===== config.mk =====
export PLATFORM = sky130hd
export DESIGN_NAME = line_reader_flat
export DESIGN_NICKNAME = d
export VERILOG_FILES = /design/src/rtl/line_reader_pkg.sv /design/src/rtl/line_reader_if.sv /design/src/rtl/line_word_extract.sv /design/src/rtl/line_reader.sv /design/src/flat_wrapper.sv
export SDC_FILE = /design/constraint.sdc
export NUM_CORES = 1
export LEC_CHECK = 0
export ABC_CLOCK_PERIOD_IN_PS = 6850
export BUFFER_PORTS_ARGS = -buffer_cell sky130_fd_sc_hd__buf_2
export CAP_MARGIN = 15
export CORE_MARGIN = 2
export CORE_UTILIZATION = 60
export DETAILED_ROUTE_END_ITERATION = 10
export GPL_TIMING_DRIVEN = 0
export PLACE_DENSITY = 0.9
export SLEW_MARGIN = 40
export SYNTH_ARGS = -nofsm -noshare
export SYNTH_HDL_FRONTEND = slang
export SYNTH_SLANG_ARGS = --single-unit
export TNS_END_PERCENT = 5

===== constraint.sdc =====
create_clock -name clk -period 6.85 [get_ports clk]
set_input_delay 1.0275 -clock clk [delete_from_list [all_inputs] [get_ports clk]]
set_output_delay 1.0275 -clock clk [all_outputs]
set_load 0.01 [all_outputs]

===== src/rtl/line_reader_pkg.sv =====
// Shared types and constants for the line reader: FSM state encoding,
// line/word geometry and the line tag type.
package line_reader_pkg;

    localparam int LINE_WIDTH = 256;
    localparam int WORD_WIDTH = 32;
    localparam int TAG_WIDTH  = 27;

    typedef enum logic [1:0] {
        IDLE  = 2'd0,
        FETCH = 2'd1,
        RESP  = 2'd2
    } line_reader_state_t;

    typedef logic [LINE_WIDTH-1:0] line_t;
    typedef logic [TAG_WIDTH-1:0]  line_tag_t;

    // Line tag of a CPU byte address (upper 27 bits).
    function automatic line_tag_t tag_of(input logic [31:0] addr);
        return addr[31:5];
    endfunction

endpackage


===== src/rtl/line_reader_if.sv =====
// Bundles the CPU read port, the cache data-array fetch port and the
// invalidate snoop. The slave side is the line reader itself; the master
// side is whoever drives the CPU requests, line responses and snoops.
interface line_reader_if;
    import line_reader_pkg::*;

    // CPU memory port
    logic        mem_read;
    logic [31:0] mem_address;
    logic [3:0]  mem_byte_enable;
    logic [31:0] mem_rdata;
    logic        mem_resp;

    // Cache data-array fetch port
    logic        line_read;
    line_tag_t   line_address;
    logic        line_resp;
    line_t       line_rdata;

    // Invalidate snoop from the write path
    logic        inval;
    line_tag_t   inval_address;

    modport slave (
        input  mem_read, mem_address, mem_byte_enable,
        output mem_rdata, mem_resp,
        output line_read, line_address,
        input  line_resp, line_rdata,
        input  inval, inval_address
    );

    modport master (
        output mem_read, mem_address, mem_byte_enable,
        input  mem_rdata, mem_resp,
        input  line_read, line_address,
        output line_resp, line_rdata,
        output inval, inval_address
    );

endinterface


===== src/rtl/line_word_extract.sv =====
// Selects one 32-bit word out of a 256-bit line and zeroes every byte lane
// whose enable bit is clear. Purely combinational.
module line_word_extract
    import line_reader_pkg::*;
(
    input  line_t       line,
    input  logic [2:0]  sel,
    input  logic [3:0]  byte_enable,
    output logic [31:0] word
);

    logic [WORD_WIDTH-1:0] raw_word;

    // Word k lives at bits [32k+31:32k]; all eight words are reachable.
    assign raw_word = line[WORD_WIDTH*sel +: WORD_WIDTH];

    generate
        for (genvar gi = 0; gi < 4; gi++) begin : g_lane
            assign word[8*gi +: 8] = byte_enable[gi] ? raw_word[8*gi +: 8] : 8'h00;
        end
    endgenerate

endmodule


===== src/rtl/line_reader.sv =====
// One-line read buffer in front of the cache data array. Hits are answered
// from the buffer; misses fetch the whole line, fill the buffer and answer
// from the fetched data. The write path's invalidate snoop keeps the buffer
// coherent and always wins over a hit in the same cycle.
module line_reader
    import line_reader_pkg::*;
(
    input  logic             clk,
    input  logic             reset_n,
    line_reader_if.slave     bus
);

    line_reader_state_t state_reg;

    logic        buf_valid_reg;
    line_tag_t   buf_tag_reg;
    line_t       buf_data_reg;

    line_tag_t   req_tag_reg;
    logic [2:0]  req_sel_reg;
    logic [3:0]  req_be_reg;

    logic [31:0] mem_rdata_reg;
    logic        mem_resp_reg;
    logic        line_read_reg;

    logic [31:0] hit_word;
    logic [31:0] fill_word;
    logic        inval_buf_match;
    logic        inval_req_match;
    logic        hit;

    // Byte offset bits carry no information for word reads.
    logic        unused_addr_bits;
    assign unused_addr_bits = &{1'b0, bus.mem_address[1:0]};

    // Hit path extracts from the buffer using the live CPU request.
    line_word_extract u_hit_extract (
        .line        (buf_data_reg),
        .sel         (bus.mem_address[4:2]),
        .byte_enable (bus.mem_byte_enable),
        .word        (hit_word)
    );

    // Fill path extracts from the incoming line using the captured request.
    line_word_extract u_fill_extract (
        .line        (bus.line_rdata),
        .sel         (req_sel_reg),
        .byte_enable (req_be_reg),
        .word        (fill_word)
    );

    assign inval_buf_match = bus.inval && (bus.inval_address == buf_tag_reg);
    assign inval_req_match = bus.inval && (bus.inval_address == req_tag_reg);

    // A snoop against the buffered line turns a would-be hit into a miss.
    assign hit = bus.mem_read && buf_valid_reg &&
                 (buf_tag_reg == tag_of(bus.mem_address)) && !inval_buf_match;

    // Request FSM plus the buffer and all registered outputs.
    always_ff @(posedge clk or negedge reset_n) begin
        if (!reset_n) begin
            state_reg     <= IDLE;
            buf_valid_reg <= 1'b0;
            buf_tag_reg   <= '0;
            buf_data_reg  <= '0;
            req_tag_reg   <= '0;
            req_sel_reg   <= '0;
            req_be_reg    <= '0;
            mem_rdata_reg <= '0;
            mem_resp_reg  <= 1'b0;
            line_read_reg <= 1'b0;
        end else begin
            // Snoop clears the buffer in every state; a fill below overrides
            // this with its own check against the newly installed tag.
            if (inval_buf_match) begin
                buf_valid_reg <= 1'b0;
            end

            case (state_reg)
                IDLE: begin
                    if (hit) begin
                        mem_rdata_reg <= hit_word;
                        mem_resp_reg  <= 1'b1;
                        state_reg     <= RESP;
                    end else if (bus.mem_read) begin
                        req_tag_reg   <= tag_of(bus.mem_address);
                        req_sel_reg   <= bus.mem_address[4:2];
                        req_be_reg    <= bus.mem_byte_enable;
                        line_read_reg <= 1'b1;
                        state_reg     <= FETCH;
                    end
                end

                FETCH: begin
                    // Not abortable: completes even if mem_read has dropped.
                    if (bus.line_resp) begin
                        buf_data_reg  <= bus.line_rdata;
                        buf_tag_reg   <= req_tag_reg;
                        buf_valid_reg <= !inval_req_match;
                        mem_rdata_reg <= fill_word;
                        mem_resp_reg  <= 1'b1;
                        line_read_reg <= 1'b0;
                        state_reg     <= RESP;
                    end
                end

                RESP: begin
                    mem_resp_reg <= 1'b0;
                    state_reg    <= IDLE;
                end

                default: begin
                    mem_resp_reg  <= 1'b0;
                    line_read_reg <= 1'b0;
                    state_reg     <= IDLE;
                end
            endcase
        end
    end

    assign bus.mem_rdata    = mem_rdata_reg;
    assign bus.mem_resp     = mem_resp_reg;
    assign bus.line_read    = line_read_reg;
    assign bus.line_address = req_tag_reg;

endmodule


===== src/flat_wrapper.sv =====
// flat-port wrapper written by rule: the top's interface ports become plain ports
module line_reader_flat import line_reader_pkg::*;
  (clk, reset_n, bus_mem_read, bus_mem_address, bus_mem_byte_enable, bus_mem_rdata, bus_mem_resp, bus_line_read, bus_line_address, bus_line_resp, bus_line_rdata, bus_inval, bus_inval_address);
  line_reader_if bus_i ();
  input  logic clk;
  input  logic reset_n;
  input wire logic [$bits(bus_i.mem_read)-1:0] bus_mem_read;
  input wire logic [$bits(bus_i.mem_address)-1:0] bus_mem_address;
  input wire logic [$bits(bus_i.mem_byte_enable)-1:0] bus_mem_byte_enable;
  output wire logic [$bits(bus_i.mem_rdata)-1:0] bus_mem_rdata;
  output wire logic [$bits(bus_i.mem_resp)-1:0] bus_mem_resp;
  output wire logic [$bits(bus_i.line_read)-1:0] bus_line_read;
  output wire logic [$bits(bus_i.line_address)-1:0] bus_line_address;
  input wire logic [$bits(bus_i.line_resp)-1:0] bus_line_resp;
  input wire logic [$bits(bus_i.line_rdata)-1:0] bus_line_rdata;
  input wire logic [$bits(bus_i.inval)-1:0] bus_inval;
  input wire logic [$bits(bus_i.inval_address)-1:0] bus_inval_address;
  assign bus_i.mem_read = bus_mem_read;
  assign bus_i.mem_address = bus_mem_address;
  assign bus_i.mem_byte_enable = bus_mem_byte_enable;
  assign bus_mem_rdata = bus_i.mem_rdata;
  assign bus_mem_resp = bus_i.mem_resp;
  assign bus_line_read = bus_i.line_read;
  assign bus_line_address = bus_i.line_address;
  assign bus_i.line_resp = bus_line_resp;
  assign bus_i.line_rdata = bus_line_rdata;
  assign bus_i.inval = bus_inval;
  assign bus_i.inval_address = bus_inval_address;
  line_reader u_core (.clk(clk), .reset_n(reset_n), .bus(bus_i));
endmodule

Word level (Yosys, flattened, before mapping)
Cells that the tools add are included.
{"block": "classes", "n_bitwise": 2, "n_mux": 25, "shifts": 2, "eq_ne": 10, "n_reduce_logical": 15}
{"cell": "$shiftx 256x9->32", "n": 2}
{"cell": "$eq 27x27->1", "n": 3}
{"cell": "$mux 32", "n": 2}
{"cell": "$mux 8", "n": 8}
{"cell": "$pmux 32 s2", "n": 1}
{"cell": "$mux 1", "n": 8}
{"cell": "$mux 2", "n": 3}
{"cell": "$ne 2x2->1 const B", "n": 3}
{"cell": "$reduce_and 2->1", "n": 3}
{"cell": "$reduce_and 3->1", "n": 2}
{"cell": "$logic_and 1x1->1", "n": 5}
{"cell": "$pmux 2 s2", "n": 1}
{"cell": "$reduce_and 4->1", "n": 1}
{"cell": "$ne 3x2->1 const B", "n": 1}
{"cell": "$pmux 1 s3", "n": 1}
{"cell": "$eq 2x1->1 const B", "n": 1}
{"cell": "$eq 2x2->1 const B", "n": 1}
{"cell": "$logic_not 1->1", "n": 2}
{"cell": "$logic_not 2->1", "n": 1}
{"cell": "$ne 2x1->1 const B", "n": 1}
{"cell": "$not 1->1", "n": 2}
{"cell": "$pmux 1 s2", "n": 1}
{"cell": "$reduce_bool 2->1", "n": 1}
{"block": "totals", "wordCells": 64, "reg_bits": 354, "output_inout_bits": 61, "in_bits": 324}

Depth between registers and ports, before layout
{"block": "logic_depth", "depth_word": 6, "depth_mapped": 8, "depth_no_buf": 6}

Cells and area by module
From an unflattened synthesis, not the netlist that was laid out.
{"block": "hier_totals", "hier_cells": 1345, "area_unflattened_um2": 19235.9}
{"module": "line_reader", "n_inst": 1, "area_each_um2": 14473.9, "seq_area_each_um2": 8858.5, "cells_per_inst": 907}
{"module": "line_word_extract", "n_inst": 2, "area_each_um2": 2381.0, "seq_area_each_um2": 0.0, "cells_per_inst": 219}

Worst setup path after synthesis
No wires, ideal clock.
{"block": "synth_path", "kind": "in2reg", "startpoint": "input port bus_mem_address[12]", "endpoint": "register u_core.mem_rdata_reg[0], in the netlist u_core.bus.mem_rdata[0]", "path_slack_ns": 3.740, "t_arrival_ns": 2.985, "path_stages": 8, "setup_ns": 0.125, "n_path_buf": 2, "t_required_ns": 6.725, "path_cell_list": "xnor2_1 -> nand4_1 -> or4_1 -> a2111o_1 -> o31a_1 -> buf_6 -> buf_12 -> mux2_4"}
{"block": "synth_between", "elab_chain_cells": 5}
{"item": "from (decl)", "line_no": "flat_wrapper.sv:8", "source": "input wire logic [$bits(bus_i.mem_address)-1:0] bus_mem_address;"}
{"item": "$eq 27x27->1", "line_no": "line_reader.sv:58", "source": "(buf_tag_reg == tag_of(bus.mem_address)) && !inval_buf_match;"}
{"item": "$logic_and 1x1->1", "line_no": "line_reader.sv:57", "source": "assign hit = bus.mem_read && buf_valid_reg &&"}
{"item": "$logic_and 1x1->1", "line_no": "line_reader.sv:58"}
{"item": "$ne 2x1->1 (no source line)"}
{"item": "$reduce_and 3->1 (no source line)"}
{"item": "to (signal assigned)", "line_no": "line_reader.sv:83", "source": "mem_rdata_reg <= hit_word;"}
{"item": "to (signal assigned)", "line_no": "line_reader.sv:101", "source": "mem_rdata_reg <= fill_word;"}
{"item": "to (decl)", "line_no": "line_reader.sv:23", "source": "logic [31:0] mem_rdata_reg;"}
No other way between the ends.
A chain may end at the register's enable or synchronous reset.

Worst setup path in the final report
{"block": "layout_path", "startpoint": "register u_core.state_reg[0]", "endpoint": "register u_core.buf_data_reg[197]"}
{"block": "layout_between", "elab_chain_cells": 2}
{"item": "from (decl)", "line_no": "line_reader.sv:13", "source": "line_reader_state_t state_reg;"}
{"item": "from (signal assigned)", "line_no": "line_reader.sv:63", "source": "state_reg <= IDLE;"}
{"item": "from (signal assigned)", "line_no": "line_reader.sv:85", "source": "state_reg <= RESP;"}
{"item": "from (signal assigned)", "line_no": "line_reader.sv:91", "source": "state_reg <= FETCH;"}
{"item": "$eq 2x1->1", "line_no": "line_reader.sv:80", "source": "case (state_reg)"}
{"item": "$reduce_and 2->1 (no source line)"}
{"item": "to (signal assigned)", "line_no": "line_reader.sv:98", "source": "buf_data_reg <= bus.line_rdata;"}
{"item": "to (decl)", "line_no": "line_reader.sv:17", "source": "line_t buf_data_reg;"}
No other way between the ends.

==> Flow_metrics.wiki <==
{| class="wikitable"
! Metric !! Value
|-
| Initial core utilization || 0.610
|-
| R2R cell count || 7
|-
| Routed wirelength normalized by instance count || 26.5 um
|-
| Area enclosed by the die boundary || 31600 sq um
|-
| Post-Syn Area || 18100 sq um
|-
| Maximum number of pins on one net before global-route repair || 79
|-
| Slew margin rel. || 0.378
|-
| Post-route ant nets || 0
|-
| Detailed-route via count || 17000
|-
| Post-route clock period utilization || 0.479
|-
| Distinct cell type count after synthesis || 33
|-
| Final Wtd Congestion || 0.995
|-
| Slew at the pin with the worst max-slew slack || 932 ps
|-
| Synthesis Warnings || 0
|-
| Fraction of the yosys area taken by sequential cells || 0.488
|-
| Switching Share || 0.378
|-
| Chip width || 178 um
|-
| Die Y || 178 um
|-
| Maximum frequency from static timing analysis || 0.304 GHz
|-
| Setup slack after placement || 3310 ps
|-
| Switch Pwr || 3.58 mW
|-
| Core area || 29700 sq um
|-
| Overall routing resource usage || 0.442
|-
| Maximum clock insertion buffer count || 3
|-
| Global-route wire length before repair || 101 mm
|-
| Share of power burned in registers || 0.405
|-
| Number of antenna violations at the first check in global routing || 16
|-
| Overall power of the completed layout || 9.45 mW
|-
| Net count of the mapped netlist || 2061
|-
| Gate power share || 0.383
|-
| Clock transition at the registers of the reported paths || 70 ps
|-
| Worst-path cell chain || nor2b_1, and2_1, clkbuf_1, clkbuf_1, clkbuf_1, nand2_1, nand2_1
|-
| Final net count || 2485
|-
| Number of setup buffers added after CTS || 0
|-
| Reg-to-reg slack, setup || 3570 ps
|-
| Setup clock skew after layout || 23.6 ps
|-
| Top delay family on crit path || buffers and inverters
|-
| Maximum single-stage delay on the critical path || 730 ps
|-
| Flip-flop count of the largest register after layout || 256
|-
| Worst Path Arrival || 3760 ps
|-
| Startpoint-to-endpoint class of the critical path || register to register
|-
| Layout-stage area growth over the synthesis result || 20.8%
|-
| Most numerous cell on the critical path || clkbuf_1
|-
| Leading cell type in the layout, fill and taps excluded || nand2_1
|-
| Row count || 63
|-
| Leakage power summed over all cells || 11.2 nW
|-
| Ports placed on the boundary || 385
|-
| FF-to-FF Start || u_core.state_reg[0]$_DFFE_PN0P_
|-
| Hold violation total from the final report || 0
|-
| Post-cts gate resize count || 0
|-
| Critical-path maximum fanout || 10
|-
| Number of DRC violations after detailed routing || 0
|-
| Final worst path period need || 3280 ps
|-
| Hold crit path type || primary input to asynchronous set/reset pin
|-
| Internal power component || 5.88 mW
|-
| Total clock buffers created by CTS || 37
|-
| Count of buffers from port buffering || 379
|-
| CTS tree || done
|-
| Crit path max-delay cell type || clkbuf_1
|-
| Clk_lat worst skew || 540 ps
|-
| GRT overflow || 0
|-
| Power share of the clock group || 0.211
|-
| Cells after synthesis || 1737
|-
| Clock sink total || 354
|-
| Cell Pwr Density || 432 nW/um^2
|-
| Max-capacitance violation count || 0
|-
| Outcome || completed
|-
| Final setup violation count || 0
|-
| Peak VDD IR || 0.335 mV
|-
| Leading cell types in the layout, fill and taps excluded || nand2_1 (861), buf_2 (395), dfrtp_1 (354)
|-
| RSZ-0062 raised after global routing || false
|-
| Detailed-placement wirelength estimate || 47.5 mm
|-
| Sort of element at the end of the critical path || register
|-
| Startpoint types || register
|-
| Flop and latch count out of synthesis || 354
|-
| Wire length reported by the detailed router || 68.7 mm
|-
| Number of global-route vias before repair || 17700
|-
| DR vias/cell || 6.58
|-
| Final hold slack || 397 ps
|-
| Total buffers and inverters traversed by the critical path || 3
|-
| Setup ws final || 3570 ps
|-
| Detailed-routing iteration count for the pre-antenna-repair pass || 7
|-
| Maximum level of the CTS H-tree || 2
|-
| Cts hold-fix bufs || 0
|-
| CTS root buf || clkbuf_16
|-
| Number of violations reported at the end of detailed-routing iteration 0 || 2522
|-
| Total count of max-transition violations in the final report || 0
|-
| Layout cells sized above 1 || 0.293
|-
| CP Data Required Time || 7330 ps
|-
| Worst flop-to-flop path endpoint || u_core.buf_data_reg[197]$_DFFE_PN0P_
|-
| Final core area utilization || 0.737
|-
| Synth Area per Inst || 10.4 sq um
|}
==> cell usage after synthesis (all sizes together) <==
cell / count / area share
mux2i: 64 / 0.035
nand2b: 2 / 0.00069
a21oi: 2 / 0.00055
mux4: 128 / 0.16
nor4bb: 1 / 0.00055
o31a: 1 / 0.00048
a2111o: 1 / 0.00062
mux2: 66 / 0.047
o22ai: 32 / 0.011
dfrtp: 354 / 0.49
or4: 1 / 0.00041
nand2: 861 / 0.18
nor4: 8 / 0.0028
xnor2: 60 / 0.029
buf: 33 / 0.012
nor2b: 1 / 0.00035
o21ai: 2 / 0.00055
o21ba: 1 / 0.00055
nor3: 1 / 0.00028
a21o: 1 / 0.00041
nand3b: 1 / 0.00041
nor2: 1 / 0.00021
nand4: 16 / 0.0055
and2: 1 / 0.00035
nand3: 1 / 0.00028
xor2: 21 / 0.010
clkbuf: 74 / 0.015
inv: 2 / 0.00041
==> worst max path at each step <==
stage / start / endpoint / slack (ps) / cells past startpoint
3_5_place_dp: bus_mem_address[3] / u_core.bus.mem_rdata[24]$_DFFE_PN0P_ / 3310 / 6
3_3_place_gp: reset_n / u_core.buf_data_reg[79]$_DFFE_PN0P_ / -1860 / 1
4_1_cts: u_core.state_reg[0]$_DFFE_PN0P_ / u_core.buf_data_reg[203]$_DFFE_PN0P_ / 3740 / 7
5_1_grt: u_core.state_reg[0]$_DFFE_PN0P_ / u_core.buf_data_reg[203]$_DFFE_PN0P_ / 3570 / 7
6_report: u_core.state_reg[0]$_DFFE_PN0P_ / u_core.buf_data_reg[197]$_DFFE_PN0P_ / 3570 / 7
2_1_floorplan: bus_mem_address[12] / u_core.bus.mem_rdata[0]$_DFFE_PN0P_ / 3740 / 8
==> area by class of cell <==
cell class	count	area (sq um)
sequential	354	8860
multi-input combinational	1274	8790
fill	1868	7810
timing repair buffer	385	2060
clock buffer	55	1090
buffer	107	517
tap	390	488
clock inverter	7	70.1
antenna	13	32.5
inverter	2	7.51
==> worst reg2reg max path: cells and delay by family, from the launching register on <==
kind,cells,cell delay (ps)
AND/OR/NAND/NOR,4,1100
flip-flops,1,450
buffers and inverters,3,1670
==> power groups by stage <==
| stage | combinational, mW | clock (mW) | sequential [mW] |
|---|---|---|---|
| 2_1_floorplan | 2.28 | 0 | 3.64 |
| 3_3_place_gp | 3.25 | 0 | 3.69 |
| 3_5_place_dp | 3.43 | 0 | 3.78 |
| 4_1_cts | 3.49 | 1.98 | 3.78 |
| 5_1_grt | 3.85 | 2.06 | 3.89 |
| 6_report | 3.63 | 2.00 | 3.83 |
==> through the flow <==
step,setup TNS [ps],cells,instance area (sq um)
after detailed placement,0,2512,20700
final,0,2587,21900
after global routing,0,2574,21900
after global placement,-651090,2506,20500
after CTS,0,2574,21900
after floorplan,0,1737,18100
==> logic make-up (layout without fill, tap and decap cells) <==
kind of cell,count (synthesis),in the layout,synth area share
AOI/OAI and AO/OA,40,40,0.0142
xor gates and xnor gates,81,81,0.0391
buffers and inverters,109,556,0.0272
DFF,354,354,0.488
muxes,258,258,0.241
other,0,13,0
and+or+nand+nor,895,895,0.190
==> per-layer routing <==
layer | routed length (um) | vias up | global-route usage
met5 | 77 | - | 0
met4 | 5640 | 12 | 0.309
met3 | 10300 | 470 | 0.167
met2 | 31200 | 1797 | 0.689
met1 | 21400 | 8037 | 0.503
li1 | - | 6714 | -
Power figures use the tool's default switching activity.
